==> src/rtl/wb_fifo_bridge_pkg.sv <==
// Shared types and elaboration helpers for the Wishbone store-and-forward FIFO bridge.
package wb_fifo_bridge_pkg;

  typedef enum logic {StIdle, StBusy} state_t;

  // Level counter needs one extra bit so that a completely full FIFO is representable.
  function automatic int unsigned level_width(input int unsigned addr_width);
    return addr_width + 1;
  endfunction

  function automatic bit params_legal(input int unsigned data_width,
                                      input int unsigned addr_width,
                                      input int unsigned af_level,
                                      input int unsigned ae_level,
                                      input int unsigned hold_cyc);
    int unsigned depth;
    depth = 1 << addr_width;
    return (data_width > 0) && (addr_width > 0) && (addr_width < 16) &&
           (af_level >= 1) && (af_level <= depth) && (ae_level < depth) && (hold_cyc <= 1);
  endfunction

endpackage

==> src/rtl/fifo_addr_gen.sv <==
// Wrapping FIFO pointer: increments modulo 2**AddrWidth, synchronous clear.
module fifo_addr_gen #(
  parameter int unsigned AddrWidth = 4
) (
  input  logic                 clk_i,
  input  logic                 rst_ni,
  input  logic                 clr_i,
  input  logic                 inc_i,
  output logic [AddrWidth-1:0] addr_o
);

  logic [AddrWidth-1:0] addr_d, addr_q;

  always_comb begin
    addr_d = addr_q;
    if (clr_i) begin
      addr_d = '0;
    end else if (inc_i) begin
      addr_d = addr_q + AddrWidth'(1);
    end
  end

  always_ff @(posedge clk_i or negedge rst_ni) begin
    if (!rst_ni) begin
      addr_q <= '0;
    end else begin
      addr_q <= addr_d;
    end
  end

  assign addr_o = addr_q;

endmodule

==> src/rtl/wb_fifo_bridge.sv <==
// Wishbone-classic store-and-forward FIFO: device-port pushes, controller-port single writes.
// Optional synchronous flush port is enabled by defining WB_FIFO_BRIDGE_FLUSH_EN.
module wb_fifo_bridge
  import wb_fifo_bridge_pkg::*;
#(
  parameter int unsigned DATA_WIDTH = 8,
  parameter int unsigned ADDR_WIDTH = 4,
  parameter int unsigned AF_LEVEL   = 12,
  parameter int unsigned AE_LEVEL   = 2,
  parameter int unsigned HOLD_CYC   = 0
) (
  input  logic                  clk_i,
  input  logic                  rst_ni,
`ifdef WB_FIFO_BRIDGE_FLUSH_EN
  input  logic                  flush_i,
`endif
  input  logic                  wbs_cyc_i,
  input  logic                  wbs_stb_i,
  input  logic                  wbs_we_i,
  input  logic [DATA_WIDTH-1:0] wbs_dat_i,
  output logic [DATA_WIDTH-1:0] wbs_dat_o,
  output logic                  wbs_ack_o,
  output logic                  wbm_cyc_o,
  output logic                  wbm_stb_o,
  output logic                  wbm_we_o,
  output logic [DATA_WIDTH-1:0] wbm_dat_o,
  input  logic                  wbm_ack_i,
  output logic [ADDR_WIDTH:0]   level_o,
  output logic                  full_o,
  output logic                  empty_o,
  output logic                  almost_full_o,
  output logic                  almost_empty_o
);

  localparam int unsigned Depth      = 1 << ADDR_WIDTH;
  localparam int unsigned LevelWidth = level_width(ADDR_WIDTH);

  typedef logic [LevelWidth-1:0] level_t;

  localparam level_t DepthLvl = level_t'(Depth);
  localparam level_t AfLvl    = level_t'(AF_LEVEL);
  localparam level_t AeLvl    = level_t'(AE_LEVEL);

  if (!params_legal(DATA_WIDTH, ADDR_WIDTH, AF_LEVEL, AE_LEVEL, HOLD_CYC)) begin : gen_param_check
    $error("wb_fifo_bridge: illegal parameter combination");
  end

  logic flush;
`ifdef WB_FIFO_BRIDGE_FLUSH_EN
  assign flush = flush_i;
`else
  assign flush = 1'b0;
`endif

  level_t                level_d, level_q;
  logic [ADDR_WIDTH-1:0] wr_addr, rd_addr;
  logic [DATA_WIDTH-1:0] mem_q [Depth];
  logic                  full, empty;
  logic                  push, pop;

  logic                  sack_d, sack_q;
  logic [DATA_WIDTH-1:0] sdat_d, sdat_q;

  state_t                state_d, state_q;
  logic                  stb_d, stb_q;
  logic                  drop_d, drop_q;
  logic [DATA_WIDTH-1:0] mdat_d, mdat_q;

  assign full  = (level_q == DepthLvl);
  assign empty = (level_q == '0);

  fifo_addr_gen #(
    .AddrWidth (ADDR_WIDTH)
  ) u_wr_ptr (
    .clk_i  (clk_i),
    .rst_ni (rst_ni),
    .clr_i  (flush),
    .inc_i  (push),
    .addr_o (wr_addr)
  );

  fifo_addr_gen #(
    .AddrWidth (ADDR_WIDTH)
  ) u_rd_ptr (
    .clk_i  (clk_i),
    .rst_ni (rst_ni),
    .clr_i  (flush),
    .inc_i  (pop),
    .addr_o (rd_addr)
  );

  // Device port: ack is a single registered pulse; full is taken from the registered level.
  always_comb begin
    sack_d = wbs_cyc_i & wbs_stb_i & ~sack_q & (~wbs_we_i | ~full) & ~flush;
    push   = sack_d & wbs_we_i;
    sdat_d = sdat_q;
    if (sack_d && !wbs_we_i) begin
      sdat_d = DATA_WIDTH'(level_q);
    end
  end

  always_comb begin
    if (flush) begin
      level_d = '0;
    end else begin
      level_d = level_q + level_t'(push) - level_t'(pop);
    end
  end

  always_ff @(posedge clk_i) begin
    if (push) begin
      mem_q[wr_addr] <= wbs_dat_i;
    end
  end

  // Controller FSM. A word whose FIFO entry was flushed still completes on the bus,
  // but drop_q keeps its ack from popping the (already cleared) FIFO.
  always_comb begin
    state_d = state_q;
    stb_d   = stb_q;
    drop_d  = drop_q;
    mdat_d  = mdat_q;
    pop     = 1'b0;
    unique case (state_q)
      StIdle: begin
        if (!empty && !flush) begin
          state_d = StBusy;
          stb_d   = 1'b1;
          mdat_d  = mem_q[rd_addr];
        end
      end
      StBusy: begin
        if (stb_q && wbm_ack_i) begin
          pop    = ~drop_q & ~flush;
          stb_d  = 1'b0;
          drop_d = 1'b0;
          if (!((HOLD_CYC != 0) && pop && (level_q > level_t'(1)))) begin
            state_d = StIdle;
          end
        end else if (!stb_q) begin
          // Hold-mode gap cycle between back-to-back words.
          if (flush) begin
            state_d = StIdle;
          end else begin
            stb_d  = 1'b1;
            mdat_d = mem_q[rd_addr];
          end
        end else if (flush) begin
          drop_d = 1'b1;
        end
      end
      default: begin
        state_d = StIdle;
        stb_d   = 1'b0;
      end
    endcase
  end

  always_ff @(posedge clk_i or negedge rst_ni) begin
    if (!rst_ni) begin
      level_q <= '0;
      sack_q  <= 1'b0;
      sdat_q  <= '0;
      state_q <= StIdle;
      stb_q   <= 1'b0;
      drop_q  <= 1'b0;
      mdat_q  <= '0;
    end else begin
      level_q <= level_d;
      sack_q  <= sack_d;
      sdat_q  <= sdat_d;
      state_q <= state_d;
      stb_q   <= stb_d;
      drop_q  <= drop_d;
      mdat_q  <= mdat_d;
    end
  end

  assign wbs_ack_o      = sack_q;
  assign wbs_dat_o      = sdat_q;
  assign wbm_cyc_o      = (state_q == StBusy);
  assign wbm_stb_o      = stb_q;
  assign wbm_we_o       = (state_q == StBusy);
  assign wbm_dat_o      = mdat_q;
  assign level_o        = level_q;
  assign full_o         = full;
  assign empty_o        = empty;
  assign almost_full_o  = (level_q >= AfLvl);
  assign almost_empty_o = (level_q <= AeLvl);

endmodule

==> config.mk <==
export PLATFORM = sky130hd
export DESIGN_NAME = wb_fifo_bridge
export DESIGN_NICKNAME = d
export VERILOG_FILES = /design/src/rtl/wb_fifo_bridge_pkg.sv /design/src/rtl/fifo_addr_gen.sv /design/src/rtl/wb_fifo_bridge.sv
export SDC_FILE = /design/constraint.sdc
export NUM_CORES = 1
export LEC_CHECK = 0
export CORE_AREA = 4 4 100 125
export DETAILED_ROUTE_END_ITERATION = 16
export DIE_AREA = 0 0 104 129
export GPL_TIMING_DRIVEN = 1
export PLACE_DENSITY = 0.8
export REMOVE_ABC_BUFFERS = 1
export SYNTH_ARGS = -nofsm -noshare
export SYNTH_HDL_FRONTEND = slang
export SYNTH_SLANG_ARGS = --single-unit
==> constraint.sdc <==
create_clock -name clk_i -period 2.9 [get_ports clk_i]
set_input_delay 0.58 -clock clk_i [delete_from_list [all_inputs] [get_ports clk_i]]
set_output_delay 0.58 -clock clk_i [all_outputs]
set_load 0.02 [all_outputs]
Word-level counts from Yosys, hierarchy flattened
Memories as Yosys holds them, arrays and structs flattened.
Cells that the tools add are included.
Storage, ports and cells
  word-level logic and storage cells: 46
  memories kept: 1
  output and inout bits: 29
  bits in writable memories: 128
  input bits: 14
  register bits: 29
Memories
  mem_q: words 16, width 8, rd ports 1, clocked after memory_dff 0, write ports 1, line wb_fifo_bridge.sv:57  | logic [DATA_WIDTH-1:0] mem_q [Depth];
Operators by class
  add/subtract/negate cells: 4
  multiplexer cells: 13
  magnitude comparators: 2
  reduce and logical (&&, ||, !) cells: 5
  bitwise gates (word level): 9
  equal/unequal tests: 4
Operator list (number)
  two-way mux 8 bit: 3
  case mux 8 bit (2 select lines): 1
  adder 4 x 1 -> 4 bit, second input constant: 2
  two-way mux 1 bit: 7
  inequality test 2 bit, second input constant: 3
  adder 5 x 1 -> 5 bit: 1
  equality test 5 bit, second input constant: 1
  >= comparator 5 x 4 -> 1 bit, second input constant: 1
  <= comparator 5 x 2 -> 1 bit, second input constant: 1
  zero test 5 bit: 1
  subtractor 5 x 1 -> 5 bit: 1
  bitwise AND 1 bit: 4
  NOT 1 bit: 4
  case mux 1 bit (2 select lines): 2
  AND reduction 3 bit: 1
  logical AND 1 bit: 2
  zero test 1 bit: 1
  OR 1 bit: 1

Depth between registers and ports, before layout
Gate-level depths: netlist of run 1.
  depth in word-level cells: 7
  gate-level depth with buffers: 15
  depth with buffers taken out: 14

By module
A second synthesis of run 1 with hierarchy kept.
Second synthesis, totals
  cells, all modules: 339
  area, all modules: 6470.0 um^2
Modules (own cells, without submodules)
  wb_fifo_bridge: sequential area each 4369.2 um^2, times used 1, area an instance 6084.6 um^2, cells an instance 307
  fifo_addr_gen: sequential area each 100.1 um^2, times used 2, area an instance 192.7 um^2, cells an instance 16

Worst setup path after synthesis of run 1
OpenSTA, ideal clock, no wires.
  kind: reg-to-reg
  from: register level_q[2] (netlist: level_o[2])
  to: register level_q[4] (netlist: level_o[4])
  buffers on the path: 1
  clock period less this slack: 2678 ps
  data arrival time: 2598 ps
  setup slack: 222 ps
  stages on the path, launching flop included: 16
  required time: 2820 ps
  setup time: 80 ps
  cells stage by stage: dfrtp_1 inv_1 ha_1 nand4bb_1 and3_1 buf_2 inv_1 ha_1 inv_1 ha_1 inv_1 fa_1 nor2_1 nor2_1 o21bai_1 xnor2_1
Between the ends
  longest elaborated chain between the ends: 7
Ends and longest elaborated chain
  from (decl): line wb_fifo_bridge.sv:55  | level_t level_d, level_q;
  from (signal assigned): line wb_fifo_bridge.sv:169  | level_q <= level_d;
  equality test 5 bit: line wb_fifo_bridge.sv:69  | assign full = (level_q == DepthLvl);
  NOT 1 bit: line wb_fifo_bridge.sv:94  | sack_d = wbs_cyc_i & wbs_stb_i & ~sack_q & (~wbs_we_i | ~full) & ~flush;
  OR 1 bit: line wb_fifo_bridge.sv:94
  bitwise AND 1 bit: line wb_fifo_bridge.sv:94
  bitwise AND 1 bit: line wb_fifo_bridge.sv:95  | push = sack_d & wbs_we_i;
  adder 5 x 1 -> 5 bit (*): line wb_fifo_bridge.sv:106  | level_d = level_q + level_t'(push) - level_t'(pop);
  subtractor 5 x 1 -> 5 bit (*): line wb_fifo_bridge.sv:106
  named net level_d[4]: line wb_fifo_bridge.sv:55
The timed path passes the listed nets; every way through them passes the cells marked *.
A chain may end at the register's enable or synchronous reset.

Final worst setup path of run 1
  from: register level_q[2] (netlist: level_o[2])
  to: output empty_o
Between the ends
  longest elaborated chain between the ends: 1
Ends and longest elaborated chain
  zero test 5 bit: line wb_fifo_bridge.sv:70  | assign empty = (level_q == '0);
  to (decl): line wb_fifo_bridge.sv:30  | output logic empty_o,
Every way passes these cells.

==> results of run 1 <==
[sequential cells by signal (all words and copies together) (netlist names)]
signal	cells
mem_q	128
wbm_dat_o	8
level_o	5
wbs_dat_o	5
u_rd_ptr.addr_o	4
u_wr_ptr.addr_o	4
wbm_cyc_o	1
wbm_stb_o	1
wbs_ack_o	1
[critical path, delay by kind of cell (launching register included)]
kind / cells / cell delay, ns
simple gates: 1 / 0.52
fa+ha+maj: 1 / 0.17
flops: 1 / 0.45
buf+inv: 3 / 0.53
[stage by stage]
step	setup TNS [ns]	instances	worst slack (ns)
finish	0	541	0.234
global placement	0	510	0.0439
global route	0	541	0.00920
CTS	0	541	0.207
floorplan	0	321	0.218
detailed placement	-0.00594	510	-0.00594
[placed cells by master, fill, tap and decap left out, types with 3 or more instances in the layout]
master / Yosys / routed
sky130_fd_sc_hd__and3_1: 3 / 3
sky130_fd_sc_hd__o22ai_1: 16 / 16
sky130_fd_sc_hd__mux2_2: 14 / 14
sky130_fd_sc_hd__inv_1: 13 / 13
sky130_fd_sc_hd__clkinv_2: 0 / 5
sky130_fd_sc_hd__mux4_2: 18 / 18
sky130_fd_sc_hd__and2_1: 16 / 16
sky130_fd_sc_hd__clkbuf_16: 0 / 17
sky130_fd_sc_hd__conb_1: 1 / 3
sky130_fd_sc_hd__nor2_1: 9 / 9
sky130_fd_sc_hd__clkdlybuf4s50_1: 0 / 38
sky130_fd_sc_hd__ha_1: 15 / 15
sky130_fd_sc_hd__a21oi_1: 10 / 10
sky130_fd_sc_hd__dfrtp_1: 29 / 28
sky130_fd_sc_hd__buf_4: 4 / 13
sky130_fd_sc_hd__xnor2_1: 6 / 6
sky130_fd_sc_hd__edfxtp_1: 128 / 128
sky130_fd_sc_hd__clkinv_4: 0 / 3
sky130_fd_sc_hd__nand2_1: 4 / 4
sky130_fd_sc_hd__mux4_1: 14 / 14
sky130_fd_sc_hd__xor2_1: 3 / 3
[power groups by stage]
stage,combinational (mW),sequential [mW],clock [mW]
after CTS,2.16,2.99,2.03
after global routing,2.33,3.02,2.12
after detailed placement,2.14,3.04,0
after global placement,2.11,3.02,0
after floorplan,1.14,3.20,0
final,2.13,2.99,1.98
[worst max-delay path by stage]
| stage | start | endpoint | slack (ns) |
|---|---|---|---|
| final | level_o[2] | empty_o | 0.23 |
| after global routing | level_o[2] | level_o[4] | 0.009 |
| after CTS | level_o[2] | empty_o | 0.21 |
| after detailed placement | wbs_stb_i | level_o[4] | -0.006 |
| after global placement | wbs_stb_i | level_o[4] | 0.04 |
| after floorplan | level_o[2] | level_o[4] | 0.22 |
[cell families (layout without fill, tap and decap cells)]
logic type,Yosys count,in the layout,share of synthesized area
xor+xnor,9,9,0.0122
simple gates,45,45,0.0411
compound gates,32,32,0.0335
buf+inv,31,98,0.0289
flops,157,157,0.707
fa+ha+maj,16,16,0.0322
other cells,1,3,0.000581
mux,46,46,0.144
[area by class of cell]
type                       instances  area [um2]
sequential                       157        4570
fill                             703        3630
multi-input combinational        151        1710
timing repair buffer              54         527
clock buffer                      19         433
tap                              135         169
clock inverter                    12         100
inverter                          13        48.8
[per-layer routing]
| layer | GRT usage | share of wire |
|---|---|---|
| met5 | 0 | 0 |
| met4 | 0.0837 | 0.024 |
| met3 | 0.0482 | 0.062 |
| met2 | 0.315 | 0.51 |
| met1 | 0.238 | 0.41 |
==> results.txt, run 1 <==
----------------------------------------------------
[Run status]
  Outcome ... finished clean

[Power]
  Internal ... 4.97 mW
  Relative contribution of combinational cells to total power ... 0.301
  Fraction of power spent switching nets ... 0.300
  Sw power ... 2.13 mW
  Leakage ... 2.69 nW
  Final total power ... 7.10 mW
  Power density over the cells ... 940 nW/um2
  Flop pwr share ... 0.420
  Max rail drop VDD ... 0.000478 V
  Fraction of power consumed by the clock network ... 0.279

[Yosys]
  Predominant post-synthesis flop cell ... sky130_fd_sc_hd__edfxtp_1
  Share of the yosys chip area belonging to registers ... 0.707
  Seq cells post-synth ... 157
  Distinct cell type count of the synthesized netlist ... 40
  Synthesized area divided by synthesized cell count ... 19.2 um2
  Async set-reset flop share out of synthesis ... 0.185
  Largest area contributor in the netlist ... sky130_fd_sc_hd__edfxtp_1
  Gate count of the mapped netlist ... 337
  Most used standard cell by instance count after synthesis ... sky130_fd_sc_hd__edfxtp_1
  Area share of the largest cell type after synthesis ... 0.595
  Synth cell count leaders ... sky130_fd_sc_hd__edfxtp_1, sky130_fd_sc_hd__dfrtp_1, sky130_fd_sc_hd__mux4_2, sky130_fd_sc_hd__and2_1, sky130_fd_sc_hd__o22ai_1
  Yosys warning count ... 0
  Post-synth EDFFs ... 128
  Biggest area contributors in the synthesized netlist ... sky130_fd_sc_hd__edfxtp_1, sky130_fd_sc_hd__dfrtp_1, sky130_fd_sc_hd__mux4_2, sky130_fd_sc_hd__mux4_1, sky130_fd_sc_hd__ha_1
  Synthesized area ... 6460 um2

[Final layout]
  Final core area utilization ... 0.675
  Synth-to-layout area growth ... 17.0%
  Final cell area excluding filler cells ... 7560 um2
  Ant diodes ... 0
  Net count reported at finish ... 424
  Fraction of final layout cells sized beyond drive strength 1 ... 0.197

[Drt]
  Iteration-0 DRC Markers ... 213
  Drt pass-1 iters ... 4
  Count of antenna-violating nets left after detailed routing ... 0
  Total via count in the routed design ... 3171
  Total Routed Length ... 11400 um
  Routed length per instance ... 21.1 um
  Residual DRC count ... 0
  DR vias/cell ... 5.86

[Global routing]
  Total GRT Usage ... 0.189
  Number of global-route vias before repair ... 3423
  Initial antenna violation count ... 0
  Residual overflow from global routing ... 0
  Pin count of the biggest net entering global routing ... 30
  Global-route wire length before repair ... 18600 um

[Timing]
  Worst-margin pin slew ... 0.673 ns
  Max-slew violation count ... 0
  Fin crit period ... 2.67 ns
  Tightest hold margin ... 0.504 ns
  Largest clock skew in the final design ... 0.00863 ns
  Ratio of final minimum period to clock period ... 0.919
  Setup-violating endpoint count in the final report ... 0
  Maximum clock frequency ... 0.375 GHz
  Unrepaired setup endpoints after global routing ... no
  Final hold vios ... 0
  Relative max-transition margin ... 0.550

[Clock tree]
  TritonCTS clock tree ... done
  Setup repair bufs after CTS ... 0
  Number of buffers inserted for hold repair after clock tree synthesis ... 0
  Root Buffer Master ... sky130_fd_sc_hd__clkbuf_16
  Clk pin slew, worst setup/hold paths ... 0.06 ns
  Clk_lat worst skew ... 0.41 ns
  Gates resized, CTS repair ... 1
  Clk buf depth ... 2
  Total number of clock tree sinks ... 157
  Number of buffers created by CTS ... 17
  H-tree depth ... 4

[Worst setup path]
  Number of cell instances on the worst register-to-register path ... 14
  Worst setup EP type ... output port
  R2r setup slk ... 0.27 ns
  Highest-delay cell along the critical path ... sky130_fd_sc_hd__or4b_4
  Kind of critical path ... flip-flop to output port
  Category of the worst setup path launch point ... flip-flop
  Top cell by count, worst path ... sky130_fd_sc_hd__inv_1
  Highest fanout seen on the critical path ... 6
  Critical register-to-register path endpoint ... level_o[4]
  Reg-to-reg critical path startpoint ... level_o[2]
  Required @ worst endpoint ... 2.32 ns
  Worst path arrival time ... 2.09 ns
  Crit-path cells ... inv_1, ha_1, or4b_4, inv_1, dlygate4sd2_1
  Largest stage delay on the critical path ... 0.52 ns

[Floorplan]
  Number of placement rows ... 43
  IO Count ... 43
  Overall die width ... 104 um
  Die area ... 13400 um2
  Chip Height ... 129 um
  Initial core utilization ... 0.577
  Core area ... 11200 um2

[Placement]
  RePlAce Congestion ... 0.797
  Placed Instance Area ... 7030 um2
  Placed wire-length estimate ... 7870 um
  Port buffer count ... 39

[Run]
  Reported max-cap violation count ... 0

[Hold path]
  Endpoint of the worst hold-timing path ... wbs_dat_o[0]
  Min-delay src ... wbs_dat_o[0]
  Min-Delay Path Class ... flip-flop to flip-flop
  Hold path cells ... 1

----------------------------------------------------
No activity file was read; power rests on OpenSTA's default activity.
==> inputs of run 2 (changes only) <==
Settings changed: CORE_AREA 4 4 100 125 to 2 2 98 123, DIE_AREA 0 0 104 129 to 0 0 100 125.
==> results.txt, run 2 (synthesis gave the netlist of run 1 again) <==
----------------------------------------------------
[Clock tree]
  Total number of clock tree sinks ... 157 (unchanged)
  Number of buffers inserted for hold repair after clock tree synthesis ... 0 (unchanged)
  Root Buffer Master ... sky130_fd_sc_hd__clkbuf_16 (unchanged)
  H-tree depth ... 4 (unchanged)
  Setup repair bufs after CTS ... 0 (unchanged)
  Number of buffers created by CTS ... 17 (unchanged)
  Clk buf depth ... 2 (unchanged)
  TritonCTS clock tree ... done (unchanged)
  Clk pin slew, worst setup/hold paths ... 0.06 ns (about the same)
  Clk_lat worst skew ... 0.41 ns (about the same)

[Floorplan]
  Die area ... 12500 um2 (was 13400 um2)
  Core area ... 11500 um2 (was 11200 um2)
  Chip Height ... 125 um (was 129 um)
  Number of placement rows ... 44 (was 43)
  IO Count ... 43 (unchanged)
  Initial core utilization ... 0.564 (was 0.577)
  Overall die width ... 100 um (was 104 um)

[Placement]
  Port buffer count ... 39 (unchanged)
  RePlAce Congestion ... 0.756 (was 0.797)
  Cell count after placement ... 514 (was 510)
  Placed wire-length estimate ... 8000 um (was 7870 um)

[Timing]
  Maximum clock frequency ... 0.375 GHz (about the same)
  Fin crit period ... 2.67 ns (about the same)
  Ratio of final minimum period to clock period ... 0.919 (about the same)
  Setup-violating endpoint count in the final report ... 0 (unchanged)
  Largest clock skew in the final design ... 0.00700 ns (was 0.00863 ns)
  Relative max-transition margin ... 0.583 (was 0.550)
  Max-slew violation count ... 0 (unchanged)
  Final hold vios ... 0 (unchanged)
  Unrepaired setup endpoints after global routing ... no (unchanged)
  Worst-margin pin slew ... 0.623 ns (was 0.673 ns)

[Global routing]
  Pin count of the biggest net entering global routing ... 30 (unchanged)
  Residual overflow from global routing ... 0 (unchanged)
  Initial antenna violation count ... 0 (unchanged)
  Total GRT Usage ... 0.214 (was 0.189)
  Global-route wire length before repair ... 19300 um (was 18600 um)
  Number of global-route vias before repair ... 3455 (was 3423)

[Worst setup path]
  Category of the worst setup path launch point ... flip-flop (unchanged)
  Highest fanout seen on the critical path ... 6 (unchanged)
  Reg-to-reg critical path startpoint ... level_o[2] (unchanged)
  Number of cell instances on the worst register-to-register path ... 14 (unchanged)
  Kind of critical path ... flip-flop to output port (unchanged)
  Worst setup EP type ... output port (unchanged)
  R2r setup slk ... 0.29 ns (was 0.27 ns)
  Required @ worst endpoint ... 2.32 ns (about the same)
  Worst path arrival time ... 2.09 ns (about the same)
  Critical register-to-register path endpoint ... level_o[4] (unchanged)

[Drt]
  Total Routed Length ... 12300 um (was 11400 um)
  Count of antenna-violating nets left after detailed routing ... 0 (unchanged)
  Iteration-0 DRC Markers ... 216 (was 213)
  DR vias/cell ... 5.91 (was 5.86)
  Routed length per instance ... 22.6 um (was 21.1 um)
  Total via count in the routed design ... 3228 (was 3171)
  Residual DRC count ... 0 (unchanged)
  Drt pass-1 iters ... 4 (unchanged)

[Hold path]
  Min-Delay Path Class ... flip-flop to flip-flop (unchanged)
  Hold path cells ... 1 (unchanged)
  Min-delay src ... wbs_dat_o[1] (was wbs_dat_o[0])
  Endpoint of the worst hold-timing path ... wbs_dat_o[1] (was wbs_dat_o[0])

[Power]
  Power density over the cells ... 947 nW/um2 (was 940 nW/um2)
  Max rail drop VDD ... 0.000554 V (was 0.000478 V)
  Leakage ... 2.74 nW (was 2.69 nW)
  Final total power ... 7.27 mW (was 7.10 mW)

[Run]
  Reported max-cap violation count ... 0 (unchanged)

[Final layout]
  Non-Filler Instances ... 546 (was 541)
  Largest register by flop count ... mem_q (unchanged)
  Count of filler cells inserted in the layout ... 727 (was 703)
  Synth-to-layout area growth ... 18.9% (was 17.0%)
  Net count reported at finish ... 425 (was 424)
  Most common cell after layout, fill and taps aside ... sky130_fd_sc_hd__edfxtp_1 (unchanged)
  Ant diodes ... 0 (unchanged)
  Combined flip-flop and latch cell area ... 4570 um2 (about the same)
  Fraction of final layout cells sized beyond drive strength 1 ... 0.206 (was 0.197)
  Flip-flop count of the largest register, all copies and words added ... 128 (unchanged)
  Top library cells by usage in the layout, fill and taps aside ... sky130_fd_sc_hd__edfxtp_1, sky130_fd_sc_hd__clkdlybuf4s50_1, sky130_fd_sc_hd__dfrtp_1, sky130_fd_sc_hd__mux4_2, sky130_fd_sc_hd__clkbuf_16 (unchanged)
  Area of the multi-input gates ... 1710 um2 (unchanged)

[Run status]
  Outcome ... finished clean (unchanged)

----------------------------------------------------
[run 2: worst max-delay path, stage by stage (launching register included)]
cell and delay (ns):
sky130_fd_sc_hd__dfrtp_2 0.44, sky130_fd_sc_hd__inv_1 0.11, sky130_fd_sc_hd__ha_1 0.19, sky130_fd_sc_hd__or4b_4 0.53, sky130_fd_sc_hd__inv_1 0.07, sky130_fd_sc_hd__dlygate4sd2_1 0.32
[run 2: worst max path at each step]
stage,to,depth (start not counted),start
2_1_floorplan,level_o[4],14,level_o[2]
3_3_place_gp,level_o[4],13,wbs_stb_i
3_5_place_dp,level_o[4],13,wbs_stb_i
4_1_cts,empty_o,5,level_o[2]
5_1_grt,level_o[4],14,level_o[2]
6_report,empty_o,5,level_o[2]
[run 2: timing repair]
action                                 4_1_cts  5_1_grt
resized for setup                            1        1
gates cloned                                 0        0
setup endpoints to repair                    1        1
endpoints found under the hold margin        0        0
[run 2: routing by layer]
| layer | global-route usage | share of wire | wire length, um |
|---|---|---|---|
| met1 | 0.254 | 0.38 | 4720 |
| met2 | 0.375 | 0.55 | 6750 |
| met3 | 0.0375 | 0.047 | 582 |
| met4 | 0.107 | 0.022 | 272 |
| met5 | 0 | 0 | 0 |
[run 2: cell type report]
cell class              instances  share of cell area
flip-flops and latches        157               0.595
clock inverters                15              0.0199
multi-input cells             151               0.223
inverters                      13             0.00635
clock buffers                  17              0.0554
repair buffers                 55              0.0777
well taps                     138              0.0225
[run 2: report_power, final]
part | switching (mW) | internal (mW)
Clock | 0.928 | 1.22
Combinational | 1.02 | 1.12
Sequential | 0.307 | 2.68
[run 2: through the flow]
step	setup TNS, ns	util	cell area, um2	worst slack, ns	hold slack (ns)
after global placement	0	0.620	7100	0.0168	0.494
after global routing	0	0.671	7680	0.0737	0.536
after floorplan	0	-	6330	0.218	0.284
final	0	0.671	7680	0.234	0.509
after CTS	0	0.670	7680	0.184	0.515
after detailed placement	-0.00211	0.620	7100	-0.00211	0.500
